File: src/rtl/div_share_ctrl.sv
// Round-robin front end that shares one unsigned iterative divider among NREQ issue ports.
// Maps RISC-V DIV/DIVU/REM/REMU onto the core and resolves divide-by-zero and overflow locally.
module div_share_ctrl #(
   parameter int unsigned NREQ  = 2,
   parameter int unsigned TAG_W = 4
) (
   input  logic                  clk,
   input  logic                  rst,
   input  logic [NREQ-1:0]       req_valid,
   input  logic [2*NREQ-1:0]     req_op,
   input  logic [32*NREQ-1:0]    req_a,
   input  logic [32*NREQ-1:0]    req_b,
   input  logic [TAG_W*NREQ-1:0] req_tag,
   output logic [NREQ-1:0]       req_ready,
   output logic                  res_valid,
   input  logic                  res_ready,
   output logic [31:0]           res_data,
   output logic [TAG_W-1:0]      res_tag,
   output logic [1:0]            res_src,
   output logic                  div_start,
   output logic [31:0]           div_dividend,
   output logic [31:0]           div_divisor,
   input  logic                  div_done,
   input  logic [31:0]           div_quot,
   input  logic [31:0]           div_rem
);

   typedef enum logic [2:0] {StIdle, StStart, StWait, StFix, StOut} state_e;

   state_e             state_q, state_d;
   logic [1:0]         rr_ptr_q, rr_ptr_d;
   logic [1:0]         op_q, op_d;
   logic [TAG_W-1:0]   tag_q, tag_d;
   logic [1:0]         src_q, src_d;
   logic               sign_a_q, sign_a_d;
   logic               sign_b_q, sign_b_d;
   logic [31:0]        dividend_q, dividend_d;
   logic [31:0]        divisor_q, divisor_d;
   logic [31:0]        quot_q, quot_d;
   logic [31:0]        rem_q, rem_d;
   logic [31:0]        res_q, res_d;

   logic [2*NREQ-1:0]  valid_dup;
   logic [NREQ-1:0]    valid_rot;
   logic               found;
   logic [1:0]         gnt;

   // Rotate the valids so bit 0 is the requester at rr_ptr, then take the first set bit.
   always_comb begin
      valid_dup = {req_valid, req_valid};
      valid_rot = NREQ'(valid_dup >> rr_ptr_q);
      found     = 1'b0;
      gnt       = '0;
      req_ready = '0;
      for (int unsigned i = 0; i < NREQ; i++) begin
         if (!found && valid_rot[i]) begin
            found = 1'b1;
            gnt   = 2'((32'(rr_ptr_q) + i) % NREQ);
         end
      end
      if (state_q == StIdle && found) begin
         req_ready = NREQ'(1) << gnt;
      end
   end

   logic [1:0]         sel_op;
   logic [31:0]        sel_a, sel_b;
   logic [TAG_W-1:0]   sel_tag;
   logic               sel_signed, sel_sa, sel_sb;
   logic [31:0]        q_fix, r_fix;

   always_comb begin
      sel_op     = 2'(req_op >> (32'(gnt) * 2));
      sel_a      = 32'(req_a >> (32'(gnt) * 32));
      sel_b      = 32'(req_b >> (32'(gnt) * 32));
      sel_tag    = TAG_W'(req_tag >> (32'(gnt) * TAG_W));
      sel_signed = ~sel_op[0];
      sel_sa     = sel_signed & sel_a[31];
      sel_sb     = sel_signed & sel_b[31];
      // Sign flags are zero for unsigned ops, so the fix-up passes them through untouched.
      q_fix      = (sign_a_q ^ sign_b_q) ? -quot_q : quot_q;
      r_fix      = sign_a_q ? -rem_q : rem_q;

      state_d    = state_q;
      rr_ptr_d   = rr_ptr_q;
      op_d       = op_q;
      tag_d      = tag_q;
      src_d      = src_q;
      sign_a_d   = sign_a_q;
      sign_b_d   = sign_b_q;
      dividend_d = dividend_q;
      divisor_d  = divisor_q;
      quot_d     = quot_q;
      rem_d      = rem_q;
      res_d      = res_q;

      unique case (state_q)
         StIdle: begin
            if (found) begin
               op_d       = sel_op;
               tag_d      = sel_tag;
               src_d      = gnt;
               sign_a_d   = sel_sa;
               sign_b_d   = sel_sb;
               dividend_d = sel_sa ? -sel_a : sel_a;
               divisor_d  = sel_sb ? -sel_b : sel_b;
               rr_ptr_d   = 2'((32'(gnt) + 32'd1) % NREQ);
               if (sel_b == '0) begin
                  res_d   = sel_op[1] ? sel_a : '1;
                  state_d = StOut;
               end else if (sel_signed && sel_a == 32'h8000_0000 && sel_b == '1) begin
                  res_d   = sel_op[1] ? '0 : 32'h8000_0000;
                  state_d = StOut;
               end else begin
                  state_d = StStart;
               end
            end
         end
         StStart: state_d = StWait;
         StWait: begin
            if (div_done) begin
               quot_d  = div_quot;
               rem_d   = div_rem;
               state_d = StFix;
            end
         end
         StFix: begin
            res_d   = op_q[1] ? r_fix : q_fix;
            state_d = StOut;
         end
         StOut: begin
            if (res_ready) begin
               state_d = StIdle;
            end
         end
         default: state_d = StIdle;
      endcase
   end

   always_ff @(posedge clk) begin
      if (!rst) begin
         state_q    <= StIdle;
         rr_ptr_q   <= '0;
         op_q       <= '0;
         tag_q      <= '0;
         src_q      <= '0;
         sign_a_q   <= 1'b0;
         sign_b_q   <= 1'b0;
         dividend_q <= '0;
         divisor_q  <= '0;
         quot_q     <= '0;
         rem_q      <= '0;
         res_q      <= '0;
      end else begin
         state_q    <= state_d;
         rr_ptr_q   <= rr_ptr_d;
         op_q       <= op_d;
         tag_q      <= tag_d;
         src_q      <= src_d;
         sign_a_q   <= sign_a_d;
         sign_b_q   <= sign_b_d;
         dividend_q <= dividend_d;
         divisor_q  <= divisor_d;
         quot_q     <= quot_d;
         rem_q      <= rem_d;
         res_q      <= res_d;
      end
   end

   assign res_valid    = (state_q == StOut);
   assign div_start    = (state_q == StStart);
   assign res_data     = res_q;
   assign res_tag      = tag_q;
   assign res_src      = src_q;
   assign div_dividend = dividend_q;
   assign div_divisor  = divisor_q;

endmodule

File: config.mk
export PLATFORM = sky130hd
export DESIGN_NAME = div_share_ctrl
export DESIGN_NICKNAME = d
export VERILOG_FILES = /design/src/rtl/div_share_ctrl.sv
export SDC_FILE = /design/constraint.sdc
export NUM_CORES = 1
export LEC_CHECK = 0
export CORE_MARGIN = 1.5
export CORE_UTILIZATION = 49
export DETAILED_ROUTE_END_ITERATION = 8
export PLACE_DENSITY = 0.82
export SYNTH_ARGS = -nofsm -noshare
export SYNTH_HDL_FRONTEND = slang
export SYNTH_SLANG_ARGS = --single-unit
File: constraint.sdc
create_clock -name clk -period 5.66 [get_ports clk]
set_input_delay 0.849 -clock clk [delete_from_list [all_inputs] [get_ports clk]]
set_output_delay 0.849 -clock clk [all_outputs]
set_load 0.05 [all_outputs]
==> results of run 1 <==
metal layers:
metal / routed length, um / global-route usage / up-vias
met4: 2140 / 0.1799 / 4
met5: 25 / 0 / -
met2: 19150 / 0.5560 / 874
li1: - / - / 6079
met3: 5369 / 0.09554 / 126
met1: 18170 / 0.4870 / 6142
through the flow:
stage,cells,utilization
after floorplan,1518,-
after global placement,2023,0.6407
after detailed placement,2023,0.6407
after CTS,2055,0.6669
after global routing,2056,0.6671
final,2056,0.6671
sequential cells by signal, summed over array words and instances, names as in the netlist:
register      count
sign_a_q          1
quot_q           32
res_data         32
div_divisor      32
res_src           1
rem_q            32
state_q           3
op_q              1
div_dividend     32
sign_b_q          1
res_tag           4
rr_ptr_q          1
cell type report:
cell class              instances  area, sq um
flip-flops and latches        172         3443
inverters                      24        92.59
clock buffers                  17        425.4
clock inverters                15        166.4
fillers                      1973         7513
repair buffers                342         3348
well taps                     285        356.6
multi-input cells            1201         7226
critical path, cell delays in order:
cell	delay, ns
clkdlybuf4s50_1	0.65
nand2_2	0.17
buf_4	0.62
o21ai_0	0.25
inv_1	0.15
ha_1	0.24
nor4b_1	0.33
a22o_1	0.23
and3_1	0.15
buf_4	0.18
and2_1	0.67
o21ai_0	0.24
a311oi_1	0.33
Yosys cell counts, types with 8 or more instances:
cell,number,area (sq um)
buf_1,10,37.54
a311oi_1,29,254.0
or4_1,19,142.6
nand2b_1,9,56.30
and3_1,14,87.58
buf_2,16,80.08
a31oi_1,38,237.7
nor2_1,64,240.2
a22oi_1,18,135.1
inv_1,21,78.83
o211ai_1,23,172.7
a41oi_1,11,96.34
buf_4,9,67.56
o41ai_1,18,157.7
dfxtp_1,172,3443
nand4_1,31,193.9
and2_1,8,50.05
a21o_1,9,67.56
xnor2_1,45,394.1
nand3_1,57,285.3
nor3_1,39,195.2
clkbuf_1,86,322.8
mux2i_1,50,500.5
or3_1,31,193.9
nor4_1,22,137.6
nand2_1,281,1055
o31ai_1,19,142.6
o21ai_0,49,245.2
a211oi_1,17,127.6
xor2_1,38,332.8
a21oi_1,167,835.8
kinds of logic (layout without fill, tap and decap cells):
kind of cell,after synthesis,in the layout,share of synthesized area
XOR/XNOR,83,83,0.06466
other,1,1,0.0003335
flip-flops,172,172,0.3063
adder cells (fa/ha/maj),5,5,0.005564
multiplexers,55,55,0.04952
AO/OA/AOI/OAI,449,449,0.2596
buffers and inverters,145,398,0.05319
AND/OR/NAND/NOR,608,608,0.2609
worst paths after layout:
check | startpoint | to
hold reg to reg | div_divisor[20] | div_divisor[20]
setup / recovery | req_valid[1] | res_data[13]
setup reg to reg | rr_ptr_q[0] | res_data[23]
hold / removal | div_divisor[20] | div_divisor[20]
where the power goes:
group          internal, mW  switching (mW)  total, mW
registers              1.58           0.292       1.87
clock network         0.595           0.593       1.19
logic                  1.50            3.06       4.56
total                  3.67            3.95       7.62
==> results.py, run 1 <==
metrics = {
    "final_layout": {
        "final_area_sq_um": 15060,
        "area_growth_syn_to_layout_pct": 33.93,
        "nets": 1973,
        "drive_above_1_share": 0.04856,
        "final_cell_mix": "clkdlybuf4s50_1 (313), nand2_1 (280), dfxtp_1 (172)",
        "antennaDiodeCount": 0,
        "layout_commonest_cell": "clkdlybuf4s50_1",
    },
    "sta": {
        "setup_viol_count_final": 0,
        "setup_tns_ns": 0,
        "fin_crit_ns": 4.744,
        "hold_ws_ns": 0.4541,
        "fin_crit_sh": 0.8381,
        "fin_worst_skew_ns": 0.01142,
        "max_freq_ghz": 0.2108,
        "worst_slew_pin_slew_ns": 1.163,
        "maxSlewViolCount": 0,
        "max_slew_margin": 0.2227,
        "fin_ws_ns": 0.9162,
        "rsz0062_at_grt": "no",
        "hold_viol": 0,
    },
    "clock_network": {
        "cts_hold_buf": 0,
        "clock_sinks": 172,
        "root_buffer": "clkbuf_16",
        "h-tree-depth": 4,
        "cts_resized": 0,
        "clk_latency_ns": 0.44,
        "numCtsBuffers": 17,
        "cts_setup_buffers": 0,
        "clk_path_buf_depth": 2,
        "cts_tree": "done",
        "clkTransAtPathRegs_ns": 0.07,
    },
    "routing": {
        "drt-total-wl_um": 44860,
        "vias": 13230,
        "wl_per_cell_um": 21.82,
        "ant_nets": 0,
        "routed_via_density": 6.432,
        "first_pass_iters": 9,
        "drc_errors": 3,
        "drtIter0Drc": 1581,
    },
    "die": {
        "die_area_sq_um": 23860,
        "io_pins": 316,
        "coreArea_sq_um": 22570,
        "rows": 55,
        "die_y_um": 154.5,
        "die_x_um": 154.5,
        "start_util": 0.4981,
    },
    "critical_path": {
        "path_class": "in2reg",
        "critical_path.startpoint_type": "primary input",
        "cp_max_fo": 60,
        "crit_arrival_ns": 5.08,
        "r2r_cells": 12,
        "critical_path_required_ns": 5.99,
        "end_kind": "register",
        "rrSetupSlack_ns": 1.56,
    },
    "power": {
        "power.density_nw_per_um2": 505.8,
        "p_total_mw": 7.616,
        "ir_drop_uv": 281.1,
        "p_leak_nw": 5.360,
    },
    "synthesis": {
        "async_reset_ff_frac": 0,
        "syn_area_per_cell_sq_um": 7.407,
        "yosysWarnings": 0,
        "netlist-cell-type-count": 71,
        "postSynthNetCount": 1733,
        "syn_inst": 1518,
        "yosysSeqAreaShare": 0.3063,
        "synth_flop_cell": "dfxtp_1",
        "netlist_area_sq_um": 11240,
        "ys_ff_latch": 172,
        "synth-edff-count": 0,
    },
    "placed_design": {
        "routabilityCongestion": 1.052,
        "dpl.hpwl_um": 33680,
        "portBuffers": 314,
        "dpl_worst_slack_ns": 0.5769,
        "placed_area_sq_um": 14460,
    },
    "run": {
        "maxCapViolCount": 0,
    },
    "global_routing": {
        "grt_pass1_wl_um": 69120,
        "grt_pass1_vias": 12170,
        "grt_max_degree": 91,
        "track_usage": 0.3679,
        "antenna_found_initial": 2,
        "grt_overflow": 0,
    },
    "worst_hold_path": {
        "hold_path_depth": 2,
        "worst_hold_path_type": "reg2reg",
    },
    "run_status": {
        "status": "complete, but fails checks",
        "violations": "DRC",
    },
}
(Power assumes the default switching activity.)
==> run 2: changes to the inputs <==
CORE_UTILIZATION = 44   (was 49)
PLACE_DENSITY = 0.77   (was 0.82)
clock period = 4 ns   (was 5.66 ns; I/O delays follow)
==> results.py, run 2 (synthesis results as in run 1) <==
metrics = {
    "clock_network": {
        "clk_path_buf_depth": 2,
        "root_buffer": "clkbuf_16",
        "cts_tree": "done",
        "numCtsBuffers": 17,
        "clk_latency_ns": 0.44,
        "clkTransAtPathRegs_ns": 0.08,
        "clock_sinks": 172,
        "cts_setup_buffers": 0,
        "h-tree-depth": 4,
    },
    "critical_path": {
        "critical_path.startpoint_type": "primary input",
        "crit_arrival_ns": 4.15,
        "rrSetupSlack_ns": 0.47,
        "critical_path_required_ns": 4.34,
        "r2r_start": "rr_ptr_q[0]",
        "cp_max_fo": 32,
        "path_cells": "clkdlybuf4s50_1 -> and2b_1 -> buf_4 -> nor2_4 -> a21boi_1 -> ha_1 -> inv_1 -> a2111oi_2 -> o211ai_1 -> nor4_2 -> a211o_1 -> buf_12 -> a21oi_1 -> a311oi_1",
        "path_class": "in2reg",
        "r2r_cells": 12,
        "end_kind": "register",
        "reg2reg_to": "res_data[23]",
        "slowest_delay_ns": 0.54,
        "critPathSlowestCell": "clkdlybuf4s50_1",
    },
    "sta": {
        "fin_crit_sh": 0.9525,
        "fin_crit_ns": 3.810,
        "hold_viol": 0,
        "maxSlewViolCount": 0,
        "fin_ws_ns": 0.1899,
        "max_slew_margin": 0.2006,
        "fin_worst_skew_ns": 0.01249,
        "max_freq_ghz": 0.2625,
        "setup_viol_count_final": 0,
        "rsz0062_at_grt": "no",
        "worst_slew_pin_slew_ns": 1.197,
    },
    "global_routing": {
        "grtUsageMet3": 0.06519,
        "track_usage": 0.3431,
        "antenna_found_initial": 2,
        "use_met2": 0.5383,
        "grt_pass1_wl_um": 70740,
        "grt_overflow": 0,
        "grt-busiest-layer": "met2",
        "gr-usage-met1": 0.4411,
        "grt_pass1_vias": 12450,
        "grt_max_degree": 144,
    },
    "worst_hold_path": {
        "holdCritStartpoint": "div_dividend[2]",
        "hold_path_depth": 2,
        "worst_hold_path_type": "reg2reg",
        "whs_endpoint": "div_dividend[2]",
    },
    "placed_design": {
        "dpl_worst_slack_ns": -0.1174,
        "dpl.hpwl_um": 35820,
        "portBuffers": 314,
        "routabilityCongestion": 0.9755,
    },
    "die": {
        "die_x_um": 162.9,
        "io_pins": 316,
        "start_util": 0.4478,
        "die_area_sq_um": 26520,
        "coreArea_sq_um": 25110,
        "die_y_um": 162.9,
        "rows": 58,
    },
    "power": {
        "power.density_nw_per_um2": 709.8,
        "p_leak_nw": 5.582,
        "ir_drop_uv": 402.8,
    },
    "routing": {
        "drc_errors": 0,
        "routed_via_density": 6.212,
        "vias": 13290,
        "drt-total-wl_um": 46730,
        "drtIter0Drc": 1451,
        "first_pass_iters": 6,
        "ant_nets": 0,
        "wl_per_cell_um": 21.84,
    },
    "final_layout": {
        "layout_commonest_cell": "clkdlybuf4s50_1",
        "multi_input_area_sq_um": 7246,
        "finish.utilization": 0.6170,
        "area_growth_syn_to_layout_pct": 37.78,
        "nets": 2010,
        "final_cell_mix": "clkdlybuf4s50_1 (312), nand2_1 (280), dfxtp_1 (172)",
        "drive_above_1_share": 0.07024,
        "fillCellCount": 2338,
        "seq_area_sq_um": 3443,
    },
    "run_status": {
        "status": "complete, no violations",
    },
    "run": {
        "maxCapViolCount": 0,
    },
}
run 2: cell count changes in the layout (fill, tap and decap cells not counted), moves of 2 or more:
cell and change:
buf_12 +4, buf_4 +35, clkinv_4 +3, diode_2 +2
inv_6 -3, inv_8 +2
run 2: power by group:
group	internal (mW)	leakage, nW	switching (mW)
sequential	2.23	1.41	0.478
clock	0.906	0.302	0.833
combinational	2.22	3.87	4.33
total	5.35	5.58	5.64
run 2: per-layer routing:
| layer | vias up | part of all wire | wire length, um |
|---|---|---|---|
| met3 | 136 | 0.10 | 4676 |
| li1 | 6155 | - | - |
| met4 | 0 | 0.055 | 2563 |
| met5 | - | 0 | 0 |
| met1 | 6223 | 0.40 | 18680 |
| met2 | 779 | 0.45 | 20810 |
run 2: worst max-delay path, delay by kind of cell:
| family | cells | cell delay, ns |
|---|---|---|
| fa+ha+maj | 1 | 0.27 |
| compound gates | 6 | 1.59 |
| buf+inv | 4 | 1.02 |
| simple gates | 3 | 0.65 |
run 2: worst max path at each step:
stage	cells after the start	slack [ns]	to	startpoint
2_1_floorplan	18	0.04	res_data[27]	req_valid[0]
3_3_place_gp	15	0.08	div_dividend[22]	req_valid[0]
4_1_cts	14	0.26	res_data[23]	req_valid[0]
6_report	14	0.19	res_data[23]	req_valid[0]
5_1_grt	14	0.03	res_data[19]	req_valid[0]
3_5_place_dp	14	-0.12	res_data[17]	req_valid[0]
run 2: final cells by class:
class,count,share of cell area
Multi-Input combinational cell,1201,0.4677
Tap cell,330,0.02665
Antenna cell,2,0.0003231
Timing Repair Buffer,379,0.2373
Inverter,24,0.005977
Clock inverter,15,0.01228
Clock buffer,17,0.02746
Sequential cell,172,0.2223
run 2: what timing repair did:
action	in CTS	in global routing
setup endpoints to repair	0	3
resized for setup	0	2
hold buffers	0	0
run 2: stage by stage:
stage	hold WS, ns	setup TNS (ns)	power (mW)	area (sq um)	cells
floorplan	0.4363	0	6.920	11250	1518
global placement	0.4405	0	9.082	14860	2106
detailed placement	0.4440	-3.490	9.171	14860	2106
CTS	0.4547	0	10.92	15470	2138
global route	0.4716	0	11.48	15490	2138
finish	0.4520	0	11.00	15490	2140
